### src/rtl/ext_int_arbiter_pkg.sv
// Shared configuration for the external-interrupt arbiter: default source
// count and FSM state encoding.
package ext_int_arbiter_pkg;

    localparam int EXT_INT_SRC_NUM = 8;

    typedef logic [1:0] ext_int_arb_state_t;

    localparam ext_int_arb_state_t IDLE = 2'd0;
    localparam ext_int_arb_state_t REQ  = 2'd1;
    localparam ext_int_arb_state_t HOLD = 2'd2;

endpackage

### src/rtl/ext_int_arbiter_rr_find_first.sv
// Round-robin search: first set candidate at or above (last_grant + 1),
// wrapping to the bottom. The candidates are doubled so that the wrap
// becomes a plain lowest-set-bit search over a masked 2*N vector.
module rr_find_first
    import ext_int_arbiter_pkg::*;
#(
    parameter  int SRC_NUM  = EXT_INT_SRC_NUM,
    localparam int ID_WIDTH = $clog2(SRC_NUM)
) (
    input  logic [SRC_NUM-1:0]  cand,
    input  logic [ID_WIDTH-1:0] last_grant,
    output logic                found,
    output logic [ID_WIDTH-1:0] id
);

    logic [2*SRC_NUM-1:0] dbl;
    logic [2*SRC_NUM-1:0] mask;
    logic [2*SRC_NUM-1:0] masked;
    int                   start;

    // Masked priority encode; the upper copy is never masked, so any set
    // candidate is always found even when it sits below the start point.
    always_comb begin
        start  = (int'(last_grant) >= SRC_NUM - 1) ? 0 : int'(last_grant) + 1;
        dbl    = {cand, cand};
        mask   = '0;
        for (int k = 0; k < 2 * SRC_NUM; k++) begin
            mask[k] = (k >= start);
        end
        masked = dbl & mask;
        found  = |cand;
        id     = '0;
        for (int k = 2 * SRC_NUM - 1; k >= 0; k--) begin
            if (masked[k]) begin
                id = ID_WIDTH'(k % SRC_NUM);
            end
        end
    end

endmodule

### src/rtl/ext_int_arbiter.sv
// Round-robin arbiter feeding the single external-interrupt line. Captures
// source rising edges into pending bits, requests one enabled source at a
// time, and returns a one-cycle ack to it once the core acknowledges.
module ext_int_arbiter
    import ext_int_arbiter_pkg::*;
#(
    parameter  int SRC_NUM  = EXT_INT_SRC_NUM,
    localparam int ID_WIDTH = $clog2(SRC_NUM)
) (
    input  logic                clk,
    input  logic                rst,
    input  logic [SRC_NUM-1:0]  src_req,
    output logic [SRC_NUM-1:0]  src_ack,
    input  logic [SRC_NUM-1:0]  cfg_enable,
    output logic                all_intif_int_ext_req,
    input  logic                intif_all_int_ext_ack,
    output logic                arb_claim_valid,
    output logic [ID_WIDTH-1:0] arb_claim_id
);

    ext_int_arb_state_t  state;
    logic [SRC_NUM-1:0]  src_req_q;
    logic [SRC_NUM-1:0]  pending;
    logic [SRC_NUM-1:0]  rise;
    logic [SRC_NUM-1:0]  clr;
    logic [SRC_NUM-1:0]  cand;
    logic [SRC_NUM-1:0]  grant_oh;
    logic [ID_WIDTH-1:0] grant_id;
    logic [ID_WIDTH-1:0] last_grant;
    logic [ID_WIDTH-1:0] sel_id;
    logic                sel_found;
    logic                ack_take;
    logic                grant_enabled;

    assign rise          = src_req & ~src_req_q;
    assign grant_oh      = {{(SRC_NUM-1){1'b0}}, 1'b1} << grant_id;
    assign ack_take      = (state == REQ) && intif_all_int_ext_ack;
    assign clr           = ack_take ? grant_oh : '0;
    assign cand          = pending & cfg_enable;
    // Reduction over the one-hot avoids an out-of-range index when
    // SRC_NUM is not a power of two.
    assign grant_enabled = |(cfg_enable & grant_oh);

    rr_find_first #(
        .SRC_NUM (SRC_NUM)
    ) u_find (
        .cand       (cand),
        .last_grant (last_grant),
        .found      (sel_found),
        .id         (sel_id)
    );

    // Edge capture: a new rising edge wins over the clear of the same bit.
    always_ff @(posedge clk or negedge rst) begin
        if (!rst) begin
            src_req_q <= '0;
            pending   <= '0;
        end else begin
            src_req_q <= src_req;
            pending   <= (pending & ~clr) | rise;
        end
    end

    // Sequencer: pick a winner, hold the request until ack or cancel,
    // then drop the line for one cycle so the core sees it fall.
    always_ff @(posedge clk or negedge rst) begin
        if (!rst) begin
            state      <= IDLE;
            grant_id   <= '0;
            last_grant <= ID_WIDTH'(SRC_NUM - 1);
            src_ack    <= '0;
        end else begin
            src_ack <= '0;
            case (state)
                IDLE: begin
                    if (sel_found) begin
                        grant_id <= sel_id;
                        state    <= REQ;
                    end
                end
                REQ: begin
                    if (intif_all_int_ext_ack) begin
                        last_grant <= grant_id;
                        src_ack    <= grant_oh;
                        state      <= HOLD;
                    end else if (!grant_enabled) begin
                        state <= IDLE;
                    end
                end
                HOLD:    state <= IDLE;
                default: state <= IDLE;
            endcase
        end
    end

    assign all_intif_int_ext_req = (state == REQ);
    assign arb_claim_valid       = (state == REQ);
    assign arb_claim_id          = grant_id;

endmodule
### config.mk
export PLATFORM = sky130hd
export DESIGN_NAME = ext_int_arbiter
export DESIGN_NICKNAME = d
export VERILOG_FILES = /design/src/rtl/ext_int_arbiter_pkg.sv /design/src/rtl/ext_int_arbiter_rr_find_first.sv /design/src/rtl/ext_int_arbiter.sv
export SDC_FILE = /design/constraint.sdc
export NUM_CORES = 1
export LEC_CHECK = 0
export CAP_MARGIN = 20
export CORE_ASPECT_RATIO = 0.8
export CORE_UTILIZATION = 30
export CTS_BUF_LIST = sky130_fd_sc_hd__clkbuf_8
export DETAILED_ROUTE_END_ITERATION = 16
export PLACE_DENSITY = 0.57
export SYNTH_ARGS = -nofsm -noshare
export SYNTH_HDL_FRONTEND = slang
export SYNTH_SLANG_ARGS = --single-unit
### constraint.sdc
create_clock -name clk -period 5.18 [get_ports clk]
set_input_delay 1.036 -clock clk [delete_from_list [all_inputs] [get_ports clk]]
set_output_delay 1.036 -clock clk [all_outputs]
set_load 0.02 [all_outputs]
**Word-level counts from Yosys, hierarchy flattened**

Index checks and enable logic that the tools add are counted.

- $add $sub $neg: 1
- Order comparisons: 17
- Eq/ne operators: 3
- Shift-type cells: 1
- Muxes and demuxes: 24
- Bitwise gates (word level): 8
- Reduce and logical (&&, ||, !) cells: 7

Operators by type and width:

| cell | count |
|---|---|
| $ge A5 B32 Y1 const A | 8 |
| $ge A4 B32 Y1 const A | 4 |
| $ge A3 B32 Y1 const A | 2 |
| $mux W3 | 16 |
| $and A8 B8 Y8 | 4 |
| $ge A1 B32 Y1 const A | 1 |
| $ge A2 B32 Y1 const A | 1 |
| $mux W32 | 1 |
| $mux W8 | 3 |
| $and A16 B16 Y16 | 1 |
| $not A8 Y8 | 2 |
| $reduce_or A8 Y1 | 2 |
| $or A8 B8 Y8 | 1 |
| $shl A1 B3 Y8 const A | 1 |
| $mux W2 | 3 |
| $reduce_and A2 Y1 | 3 |
| $add A3 B1 Y4 const B | 1 |
| $pmux W2 S2 | 1 |
| $ge A3 B3 Y1 const B | 1 |
| $ne A3 B3 Y1 const B | 1 |
| $eq A2 B1 Y1 const B | 1 |
| $logic_not A2 Y1 | 1 |
| $ne A2 B2 Y1 const B | 1 |
| $logic_and A1 B1 Y1 | 1 |

- Flip-flop bits (word level): 32
- Input bits: 19
- Output and inout port bits: 13
- Logic and storage cells: 67

**Depth between registers and ports, before layout**

Gate-level depths: netlist (run 1).

- Depth in word-level cells: 20
- Gate-level depth with buffers: 7
- Gate-level depth less buffers: 7

**Cells and area by module**

From an unflattened synthesis (run 1), not the netlist that was laid out.

- Cell total of the unflattened synthesis: 153
- Area, all modules: 1,550.2 µm²

Modules (own cells, without submodules):

| module | times used | cells an instance | area each (µm²) |
|---|---|---|---|
| ext_int_arbiter | 1 | 106 | 1,247.4 |
| rr_find_first | 1 | 47 | 302.8 |

**Least setup slack after synthesis (run 1)**

OpenSTA, ideal clock, no wires.

- Path type: input to register
- From: input port cfg_enable[7]
- To: register grant_id[1], in the netlist arb_claim_id[1]
- Arrival time: 2.034 ns
- Path slack: 3.025 ns
- Stages on the path: 5
- Path through: a22o_1 -> a311o_1 -> a221o_1 -> a21oi_1 -> o21ai_1

- Cells in the longest elaborated chain, start to end: 18
- Elaborated cells between the ends (all ways): 20
- Classes of those cells: mux (16); bitwise (2); reduce/logical (2)

RTL lines:

| element | RTL line | source |
|---|---|---|
| start: declaration | ext_int_arbiter.sv:14 | `input logic [SRC_NUM-1:0] cfg_enable,` |
| $and A8 B8 Y8 (*) | ext_int_arbiter.sv:39 | `assign cand = pending & cfg_enable;` |
| $and A16 B16 Y16 | ext_int_arbiter_rr_find_first.sv:30 | `masked = dbl & mask;` |
| $mux W3 (16 in a row) | ext_int_arbiter_rr_find_first.sv:34 | `if (masked[k]) begin` |
| end signal: assignment | ext_int_arbiter.sv:77 | `grant_id <= sel_id;` |
| end: declaration | ext_int_arbiter.sv:28 | `logic [ID_WIDTH-1:0] grant_id;` |

Every way passes the cells marked *; elsewhere a longest branch is shown, timed or not.
A chain may end at the register's enable or synchronous reset.

**Final worst setup path (run 1)**

- From: register state[0]
- To: output port all_intif_int_ext_req

- Cells in the longest elaborated chain, start to end: 1

RTL lines:

| element | RTL line | source |
|---|---|---|
| start: declaration | ext_int_arbiter.sv:21 | `ext_int_arb_state_t state;` |
| start signal: assignment | ext_int_arbiter.sv:68 | `state <= IDLE;` |
| start signal: assignment | ext_int_arbiter.sv:78 | `state <= REQ;` |
| start signal: assignment | ext_int_arbiter.sv:85 | `state <= HOLD;` |
| $eq A2 B1 Y1 | ext_int_arbiter.sv:96 | `assign all_intif_int_ext_req = (state == REQ);` |
| end: declaration | ext_int_arbiter.sv:15 | `output logic all_intif_int_ext_req,` |

Every way passes these cells.

==> flow_summary.json, run 1 <==
{
  "run_status": "finished, final reports clean",
  "place_congestion": 0.945,
  "die-area_um2": 5220,
  "start_kind": "flip-flop",
  "clk_latency_worst_skew_pair_ns": 0.29,
  "drt-vias-per-instance": 4.90,
  "final_max_slew_viol_count": 0,
  "synth_area_um2": 1480,
  "tightestPinTransition_ns": 0.432,
  "p_seq_share_pct": 40.7,
  "worst_hold_path.num_cells": 1,
  "synth-edff-count": 0,
  "timing.critical_path.to_type": "output pin",
  "cts-hold-fix-buffers": 0,
  "flow.area_growth_from_synthesis_pct": 30.9,
  "cts_resized": 0,
  "fin_total_pwr_w": 0.000969,
  "finalHoldViolCount": 0,
  "routedWlPerCell_um": 15.2,
  "die_y_um": 64.8,
  "synthCells": 144,
  "fin_util_pct": 41.7,
  "final.hold.worst_slack_ns": 0.408,
  "finalSetupViolCount": 0,
  "synthFlopType": "dfrtp_1",
  "route.final.wire_length_um": 3650,
  "cp_data_required_time_ns": 4.14,
  "final_net_count": 203,
  "drtPass1Iterations": 4,
  "power_density_nw_per_um2": 500,
  "synth.yosys.warnings": 0,
  "netlist.area_leader.share_pct": 49.0,
  "ys_types": 37,
  "post-route-period-util_pct": 53.5,
  "max_cap_violations": 0,
  "criticalPathCategory": "reg2out",
  "cts-buffers-inserted": 5,
  "worst-path-max-fanout": 6,
  "post-dp-hpwl_um": 2780,
  "io_buffers": 31,
  "power.static_leakage_nw": 0.880,
  "vdd_drop_max_mv": 0.217,
  "async_reset_ff_share_pct": 100,
  "floorplan.initialDensity_pct": 31.8,
  "num_antenna_cells": 0,
  "drc_marker_count_from_the_first_detailed_route_iteration": 63,
  "max_clock_freq_ghz": 0.361,
  "cellInternalPower_w": 0.000581,
  "clkPwrFrac_pct": 19.9,
  "layout-drive-gt1-share_pct": 10.0,
  "worst_setup_hold_path_clk_slew_ns": 0.07,
  "timing.clock.skew_ns": 0.00691,
  "cp.arrival_ns": 1.73,
  "fin_crit_ns": 2.77,
  "cts_buffer_depth": 2,
  "synth_nets": 168,
  "power_switching_share_pct": 40.0,
  "min_path_type": "reg2reg",
  "tritoncts_clock_tree": "yes",
  "rsz0062_at_grt": "no",
  "power.switching_w": 0.000388,
  "placementRows": 22,
  "vias": 1176,
  "antenna_left": 0,
  "detail_route.drc_violations": 0,
  "r2r.worst_path.cells": 7,
  "slew_headroom_pct": 71.2,
  "grt_util_all_layers_pct": 15.8,
  "top_level_ports": 32,
  "grt-ovfl-total": 0,
  "grt_pass1_vias": 1222,
  "synth.top_cells.by_area": "dfrtp_1 49%, dfstp_2 5.3%, inv_1 4.6%, ha_1 4.2%, nand2_1 4.1%",
  "yosys.area.top_type": "dfrtp_1",
  "clockRootBuffer": "clkbuf_8",
  "core_area_um2": 4650,
  "grt_antenna_before_repair": 0,
  "synth-seq-cells": 32,
  "post_cts.repair.setup_buffers": 0,
  "synth.avg_cell_area_um2": 10.3,
  "power.combinational.fraction_pct": 39.4,
  "fin_tns_setup_ns": 0,
  "die-width_um": 80.5,
  "clock_sink_count": 32,
  "ys_seq_area_share_pct": 54.4,
  "h-tree-depth": 2,
  "wire_length_of_the_first_global_routing_pass_um": 6060,
  "grt_max_degree": 33
}
[cells by family after synthesis]
group	share of synthesized area, %
muxes	3.72
adders and majority gates	4.23
AOI/OAI and AO/OA	16.6
buffers and inverters	6.09
DFF	54.4
and+or+nand+nor	15.0
[power by group through the flow]
stage          clock network [W]  logic [W]  registers, W
6_report                0.000193   0.000382      0.000394
5_1_grt                 0.000210   0.000421      0.000405
4_1_cts                 0.000198   0.000384      0.000394
3_5_place_dp                   0   0.000380      0.000399
3_3_place_gp                   0   0.000386      0.000398
2_1_floorplan                  0   0.000265      0.000372
[path summary, 6_finish.rpt]
check,start,to,slack [ns]
max,state[0]$_DFFE_PN0P_,all_intif_int_ext_req,2.41
min,src_req_q[7]$_DFF_PN0_,pending[7]$_DFF_PN0_,0.41
max reg2reg,last_grant[0]$_DFFE_PN1P_,arb_claim_id[0]$_DFFE_PN0P_,3.11
min reg2reg,src_req_q[7]$_DFF_PN0_,pending[7]$_DFF_PN0_,0.41
max in group asynchronous,rst,last_grant[1]$_DFFE_PN1P_,3.71
min in group asynchronous,rst,src_req_q[2]$_DFF_PN0_,1.14
[cell type report]
cell class / instances / area [um2]
fill: 453 / 2710
timing repair buffer: 32 / 318
sequential: 32 / 805
clock inverter: 3 / 18.8
multi-input combinational: 90 / 586
tap: 60 / 75.1
inverter: 18 / 67.6
clock buffer: 5 / 68.8
[metal layers]
metal  track usage, %  routed length (um)  up-vias
li1                 -                   -      572
met1             22.4                1850      573
met2             23.4                1600       29
met3             4.65                 182        2
met4             4.46                  16        0
met5                0                   0        -
[worst max-delay path: stages (launching register included)]
cell,delay (ns)
dfrtp_1,0.37
inv_1,0.07
nor2_1,0.33
clkdlybuf4s50_1,0.69
[layout by cell type (no fill, tap or decap), types with 2 or more instances in the layout]
cell type,instances
o21ai_0,9
clkbuf_8,5
a311o_1,2
dfrtp_1,29
nor2_1,7
mux4_2,2
a31oi_1,4
o22ai_1,5
clkinv_2,2
inv_1,18
nor3_1,4
nand3_1,7
nand2_1,16
nor2b_1,2
a22oi_1,2
dfstp_2,3
ha_1,5
clkdlybuf4s50_1,31
nand2b_1,3
a21oi_1,3
and2_1,2
[cells in the mapped netlist, types with 2 or more instances]
cell / instances
mux4_2: 2
o21ai_0: 9
nand2b_1: 3
nor2b_1: 2
a22oi_1: 2
nand2_1: 16
a31oi_1: 4
o22ai_1: 5
dfstp_2: 3
nand3_1: 7
a21oi_1: 3
nor3_1: 4
buf_2: 3
inv_1: 18
and2_1: 2
dfrtp_1: 29
a311o_1: 2
nor2_1: 7
ha_1: 5
[per-stage QoR]
step | worst slack (ns) | instance area [um2] | cells
detailed placement | 2.35 | 1850 | 232
floorplan | 3.02 | 1480 | 144
CTS | 2.41 | 1940 | 240
global route | 2.31 | 1940 | 240
finish | 2.41 | 1940 | 240
global placement | 2.37 | 1850 | 232
[state kept, by name (all words and copies together) (netlist names)]
signal        flops
arb_claim_id      3
last_grant        3
pending           8
src_ack           8
src_req_q         8
state             2
Power figures use the tool's default switching activity.
==> run 2, diff against run 1 <==
==> constraint.sdc (replaced) <==
create_clock -name clk -period 2.6 [get_ports clk]
set_input_delay 0.52 -clock clk [delete_from_list [all_inputs] [get_ports clk]]
set_output_delay 0.52 -clock clk [all_outputs]
set_load 0.02 [all_outputs]
==> flow_summary.json, run 2 (synthesis results as in run 1) <==
{
  "run_status": "finished, final reports clean",
  "final_max_slew_viol_count": 0,
  "worst_setup_path_startpoint": "state[0]$_DFFE_PN0P_",
  "post-route-period-util_pct": 87.3,
  "max_clock_freq_ghz": 0.441,
  "worst_setup_hold_path_clk_slew_ns": 0.07,
  "cellInternalPower_w": 0.00125,
  "place_congestion": 0.944,
  "grt-ovfl-total": 0,
  "criticalPathCategory": "reg2out",
  "slew_headroom_pct": 70.0,
  "route.final.wire_length_um": 3650,
  "core_area_um2": 4650,
  "mostFrequentLayoutCells": "31 x clkdlybuf4s50_1, 29 x dfrtp_1, 18 x inv_1",
  "timing.critical_path.to_type": "output pin",
  "fin_tns_setup_ns": 0,
  "worst_hold_path.num_cells": 1,
  "multi_input_area_um2": 586,
  "power.combinational.fraction_pct": 37.9,
  "flow.area_growth_from_synthesis_pct": 32.5,
  "grt_antenna_before_repair": 0,
  "clk_latency_worst_skew_pair_ns": 0.28,
  "cts-hold-fix-buffers": 0,
  "die-area_um2": 5220,
  "worst-path-max-fanout": 6,
  "min_path_type": "reg2reg",
  "layout-drive-gt1-share_pct": 10.0,
  "die-width_um": 80.5,
  "antenna_left": 0,
  "routedWlPerCell_um": 15.2,
  "final.hold.worst_slack_ns": 0.418,
  "max_stage_delay_ns": 0.69,
  "power.switching_w": 0.000777,
  "tightestPinTransition_ns": 0.450,
  "post_cts.repair.setup_buffers": 0,
  "post-dp-hpwl_um": 2770,
  "rsz0062_at_grt": "no",
  "vias": 1202,
  "placementRows": 22,
  "power.static_leakage_nw": 0.886,
  "vdd_drop_max_mv": 0.401,
  "h-tree-depth": 2,
  "power_switching_share_pct": 38.2,
  "top_level_ports": 32,
  "source_of_the_worst_hold_timing_path": "src_req_q[7]$_DFF_PN0_",
  "io_buffers": 31,
  "cp.arrival_ns": 1.75,
  "final_common_cell": "clkdlybuf4s50_1",
  "p_seq_share_pct": 38.7,
  "final_net_count": 203,
  "wire_length_of_the_first_global_routing_pass_um": 5950,
  "start_kind": "flip-flop",
  "finalHoldViolCount": 0,
  "finalSetupViolCount": 0,
  "floorplan.initialDensity_pct": 31.8,
  "clockRootBuffer": "clkbuf_8",
  "cts_resized": 0,
  "drt-vias-per-instance": 5.01,
  "whs_endpoint": "pending[7]$_DFF_PN0_",
  "drtPass1Iterations": 4,
  "r2r.worst_path.cells": 7,
  "regArea_um2": 805,
  "grt_util_all_layers_pct": 15.7,
  "clkPwrFrac_pct": 23.4,
  "fin_crit_ns": 2.27,
  "drc_marker_count_from_the_first_detailed_route_iteration": 92,
  "grt_max_degree": 33,
  "cts-buffers-inserted": 5,
  "num-fill-cells": 462,
  "cp_data_required_time_ns": 2.08,
  "rr_startpoint": "last_grant[0]$_DFFE_PN1P_",
  "tritoncts_clock_tree": "yes",
  "max_cap_violations": 0,
  "largestRegisters": "pending x8, src_ack x8, src_req_q x8",
  "power_density_nw_per_um2": 1040,
  "grt_pass1_vias": 1197,
  "die_y_um": 64.8,
  "worst_r2r_endpoint": "arb_claim_id[0]$_DFFE_PN0P_",
  "clock_sink_count": 32,
  "worst_path_slowest_cell": "clkdlybuf4s50_1",
  "num_antenna_cells": 0,
  "cts_buffer_depth": 2,
  "cp_cell_sequence": "inv_1, nor2_1, clkdlybuf4s50_1",
  "detail_route.drc_violations": 0,
  "r2r_slack_ns": 0.47,
  "timing.clock.skew_ns": 0.00800
}
-- run 2: cell count changes in the layout (fill, tap and decap cells not counted), sizes merged --
cell / before / now
clkinvlp: 0 / 1
clkinv: 3 / 1
bufinv: 0 / 1
-- run 2: final cells by class --
| class | count | area share, % |
|---|---|---|
| inverters | 18 | 3.44 |
| multi-input cells | 90 | 29.8 |
| flip-flops and latches | 32 | 41.0 |
| repair buffers | 32 | 16.2 |
| clock inverters | 3 | 2.17 |
| clock buffers | 5 | 3.51 |
| well taps | 60 | 3.83 |
-- run 2: critical path, delay by kind of cell, from the launching register on --
kind,cells,cell delay [ns]
flip-flops,1,0.37
buffers and inverters,2,0.76
AND/OR/NAND/NOR,1,0.34
-- run 2: routing by layer --
| metal | vias up | track usage, % | share of wire (%) |
|---|---|---|---|
| met1 | 576 | 22.4 | 50 |
| met2 | 50 | 23.0 | 43 |
| met3 | 6 | 4.79 | 6.3 |
| li1 | 570 | - | - |
| met4 | 0 | 4.02 | 0.93 |
| met5 | - | 0 | 0 |
-- run 2: worst max-delay path by stage --
stage               cells past startpoint  slack (ns)                     endpoint
floorplan                               7        0.73  arb_claim_id[0]$_DFFE_PN0P_
global placement                        6        0.30  arb_claim_id[1]$_DFFE_PN0P_
detailed placement                      6        0.27  arb_claim_id[2]$_DFFE_PN0P_
CTS                                     2        0.33        all_intif_int_ext_req
global route                            7        0.18  arb_claim_id[0]$_DFFE_PN0P_
finish                                  3        0.33        all_intif_int_ext_req
-- run 2: through the flow --
stage	power (W)	std cells	instance area, um2	util, %	worst slack (ns)
2_1_floorplan	0.00127	144	1480	-	0.731
4_1_cts	0.00204	240	1960	42.2	0.334
5_1_grt	0.00217	240	1960	42.2	0.177
6_report	0.00203	240	1960	42.2	0.331
3_5_place_dp	0.00155	232	1850	39.8	0.275
3_3_place_gp	0.00156	232	1850	39.8	0.305
-- run 2: power by group through the flow --
stage / Sequential, W / Clock (W) / Combinational (W)
final: 0.000786 / 0.000476 / 0.000769
after global routing: 0.000808 / 0.000511 / 0.000849
after CTS: 0.000785 / 0.000487 / 0.000766
after detailed placement: 0.000794 / 0 / 0.000760
after global placement: 0.000792 / 0 / 0.000768
after floorplan: 0.000741 / 0 / 0.000527
==> run 3, diff against run 2 <==
==> constraint.sdc (replaced) <==
create_clock -name clk -period 2.6 [get_ports clk]
set_input_delay 0.65 -clock clk [delete_from_list [all_inputs] [get_ports clk]]
set_output_delay 0.65 -clock clk [all_outputs]
set_load 0.02 [all_outputs]
==> flow_summary.json, run 3 (synthesis results as in run 1) <==
{
  "timing.critical_path.to_type": "output pin",
  "die-width_um": 80.5,
  "max_cap_violations": 0,
  "placementRows": 22,
  "vias": 1202,
  "cts_resized": 0,
  "cts_buffer_depth": 2,
  "clockRootBuffer": "clkbuf_8",
  "min_path_type": "reg2reg",
  "grt_util_all_layers_pct": 16.4,
  "layout-drive-gt1-share_pct": 9.94,
  "tritoncts_clock_tree": "yes",
  "core_area_um2": 4650,
  "fin_tns_setup_ns": 0,
  "dr.max_layer_used": "met4",
  "finalSetupViolCount": 0,
  "die_y_um": 64.8,
  "start_kind": "flip-flop",
  "regArea_um2": 805,
  "drc_marker_count_from_the_first_detailed_route_iteration": 240,
  "met2WireLength_um": 1690,
  "wl_met1_um": 1650,
  "cp.arrival_ns": 1.70,
  "final_common_cell": "clkdlybuf4s50_1",
  "num-fill-cells": 455,
  "met3RoutedLength_um": 397,
  "floorplan.initialDensity_pct": 31.8,
  "drt-vias-per-instance": 4.99,
  "finish.instance_area_um2": 1950,
  "timing.clock.skew_ns": 0.00305,
  "mostFrequentLayoutCells": "31 x clkdlybuf4s50_1, 29 x dfrtp_1, 19 x inv_1",
  "vdd_drop_max_mv": 0.572,
  "grt-ovfl-total": 0,
  "io_buffers": 31,
  "worst_setup_hold_path_clk_slew_ns": 0.07,
  "grt_pass1_vias": 1264,
  "post-dp-hpwl_um": 2910,
  "cts-hold-fix-buffers": 0,
  "clock_sink_count": 32,
  "cts-buffers-inserted": 5,
  "rsz0062_at_grt": "no",
  "post-route-period-util_pct": 90.2,
  "cp_cell_sequence": "inv_1, nor2_1, clkdlybuf4s50_1",
  "die-area_um2": 5220,
  "worst-path-max-fanout": 6,
  "max_clock_freq_ghz": 0.426,
  "finalHoldViolCount": 0,
  "detail_route.drc_violations": 0,
  "num_antenna_cells": 0,
  "power.static_leakage_nw": 0.886,
  "dpl_cell_area_um2": 1860,
  "criticalPathCategory": "reg2out",
  "cp_data_required_time_ns": 1.95,
  "top_level_ports": 32,
  "post_cts.repair.setup_buffers": 0,
  "place_congestion": 0.914,
  "route.final.wire_length_um": 3750,
  "slew_headroom_pct": 72.4,
  "multi_input_area_um2": 586,
  "h-tree-depth": 2,
  "power_density_nw_per_um2": 1000,
  "run_status": "finished, final reports clean",
  "wire_length_of_the_first_global_routing_pass_um": 6150,
  "critPathBufInv": 2,
  "fin_crit_ns": 2.35,
  "critical_path.top_delay_family": "buffers and inverters",
  "clk_latency_worst_skew_pair_ns": 0.28,
  "grt_max_degree": 33,
  "largestRegisters": "pending x8, src_ack x8, src_req_q x8",
  "drtPass1Iterations": 4,
  "final_net_count": 204,
  "final_max_slew_viol_count": 0,
  "worst_path_slowest_cell": "clkdlybuf4s50_1",
  "flow.area_growth_from_synthesis_pct": 31.9,
  "antenna_left": 0,
  "max_stage_delay_ns": 0.68,
  "routedWlPerCell_um": 15.6,
  "grt_antenna_before_repair": 0,
  "tightestPinTransition_ns": 0.414
}
==> run 3: per-layer routing <==
metal  up-vias  track usage, %
met5         -               0
met1       568            22.0
li1        576               -
met4         0            5.13
met3         4            5.49
met2        54            25.0
==> run 3: final timing paths <==
| kind | startpoint | to | slack (ns) | cells after the start |
|---|---|---|---|---|
| setup reg to reg | last_grant[0]$_DFFE_PN1P_ | arb_claim_id[0]$_DFFE_PN0P_ | 0.41 | 7 |
| hold reg to reg | src_req_q[7]$_DFF_PN0_ | pending[7]$_DFF_PN0_ | 0.42 | 1 |
| max in group asynchronous | rst | last_grant[0]$_DFFE_PN1P_ | 1.50 | 2 |
| min in group asynchronous | rst | src_ack[2]$_DFF_PN0_ | 0.76 | 2 |
| hold / removal | src_req_q[7]$_DFF_PN0_ | pending[7]$_DFF_PN0_ | 0.42 | 1 |
| setup / recovery | state[0]$_DFFE_PN0P_ | arb_claim_valid | 0.25 | 3 |
==> run 3: worst register-to-register path, delay by kind of cell (launching register included) <==
kind | cells | cell delay (ns)
compound gates | 4 | 0.91
fa+ha+maj | 2 | 0.51
flops | 1 | 0.39
simple gates | 1 | 0.28
==> run 3: cell type report <==
cell class / instances / area share, %
sequential: 32 / 41.2
multi-input combinational: 90 / 30.0
timing repair buffer: 33 / 16.7
clock buffer: 6 / 4.23
tap: 60 / 3.85
inverter: 18 / 3.46
clock inverter: 2 / 0.577
==> run 3: power by group <==
part	switching [W]	total (W)	leakage, nW	internal (W)
registers	0.000156	0.000782	0.371	0.000626
clock network	0.000190	0.000401	0.0486	0.000211
logic	0.000422	0.000777	0.466	0.000356
==> run 3: stage by stage <==
| stage | instances | worst slack (ns) | hold slack, ns | util (%) | total power (W) |
|---|---|---|---|---|---|
| 2_1_floorplan | 144 | 0.731 | 0.354 | - | 0.00127 |
| 6_report | 241 | 0.255 | 0.417 | 42.0 | 0.00196 |
| 3_5_place_dp | 233 | 0.221 | 0.409 | 39.9 | 0.00157 |
| 3_3_place_gp | 233 | 0.188 | 0.405 | 39.9 | 0.00157 |
| 4_1_cts | 241 | 0.242 | 0.421 | 42.0 | 0.00198 |
| 5_1_grt | 241 | 0.135 | 0.449 | 42.0 | 0.00211 |
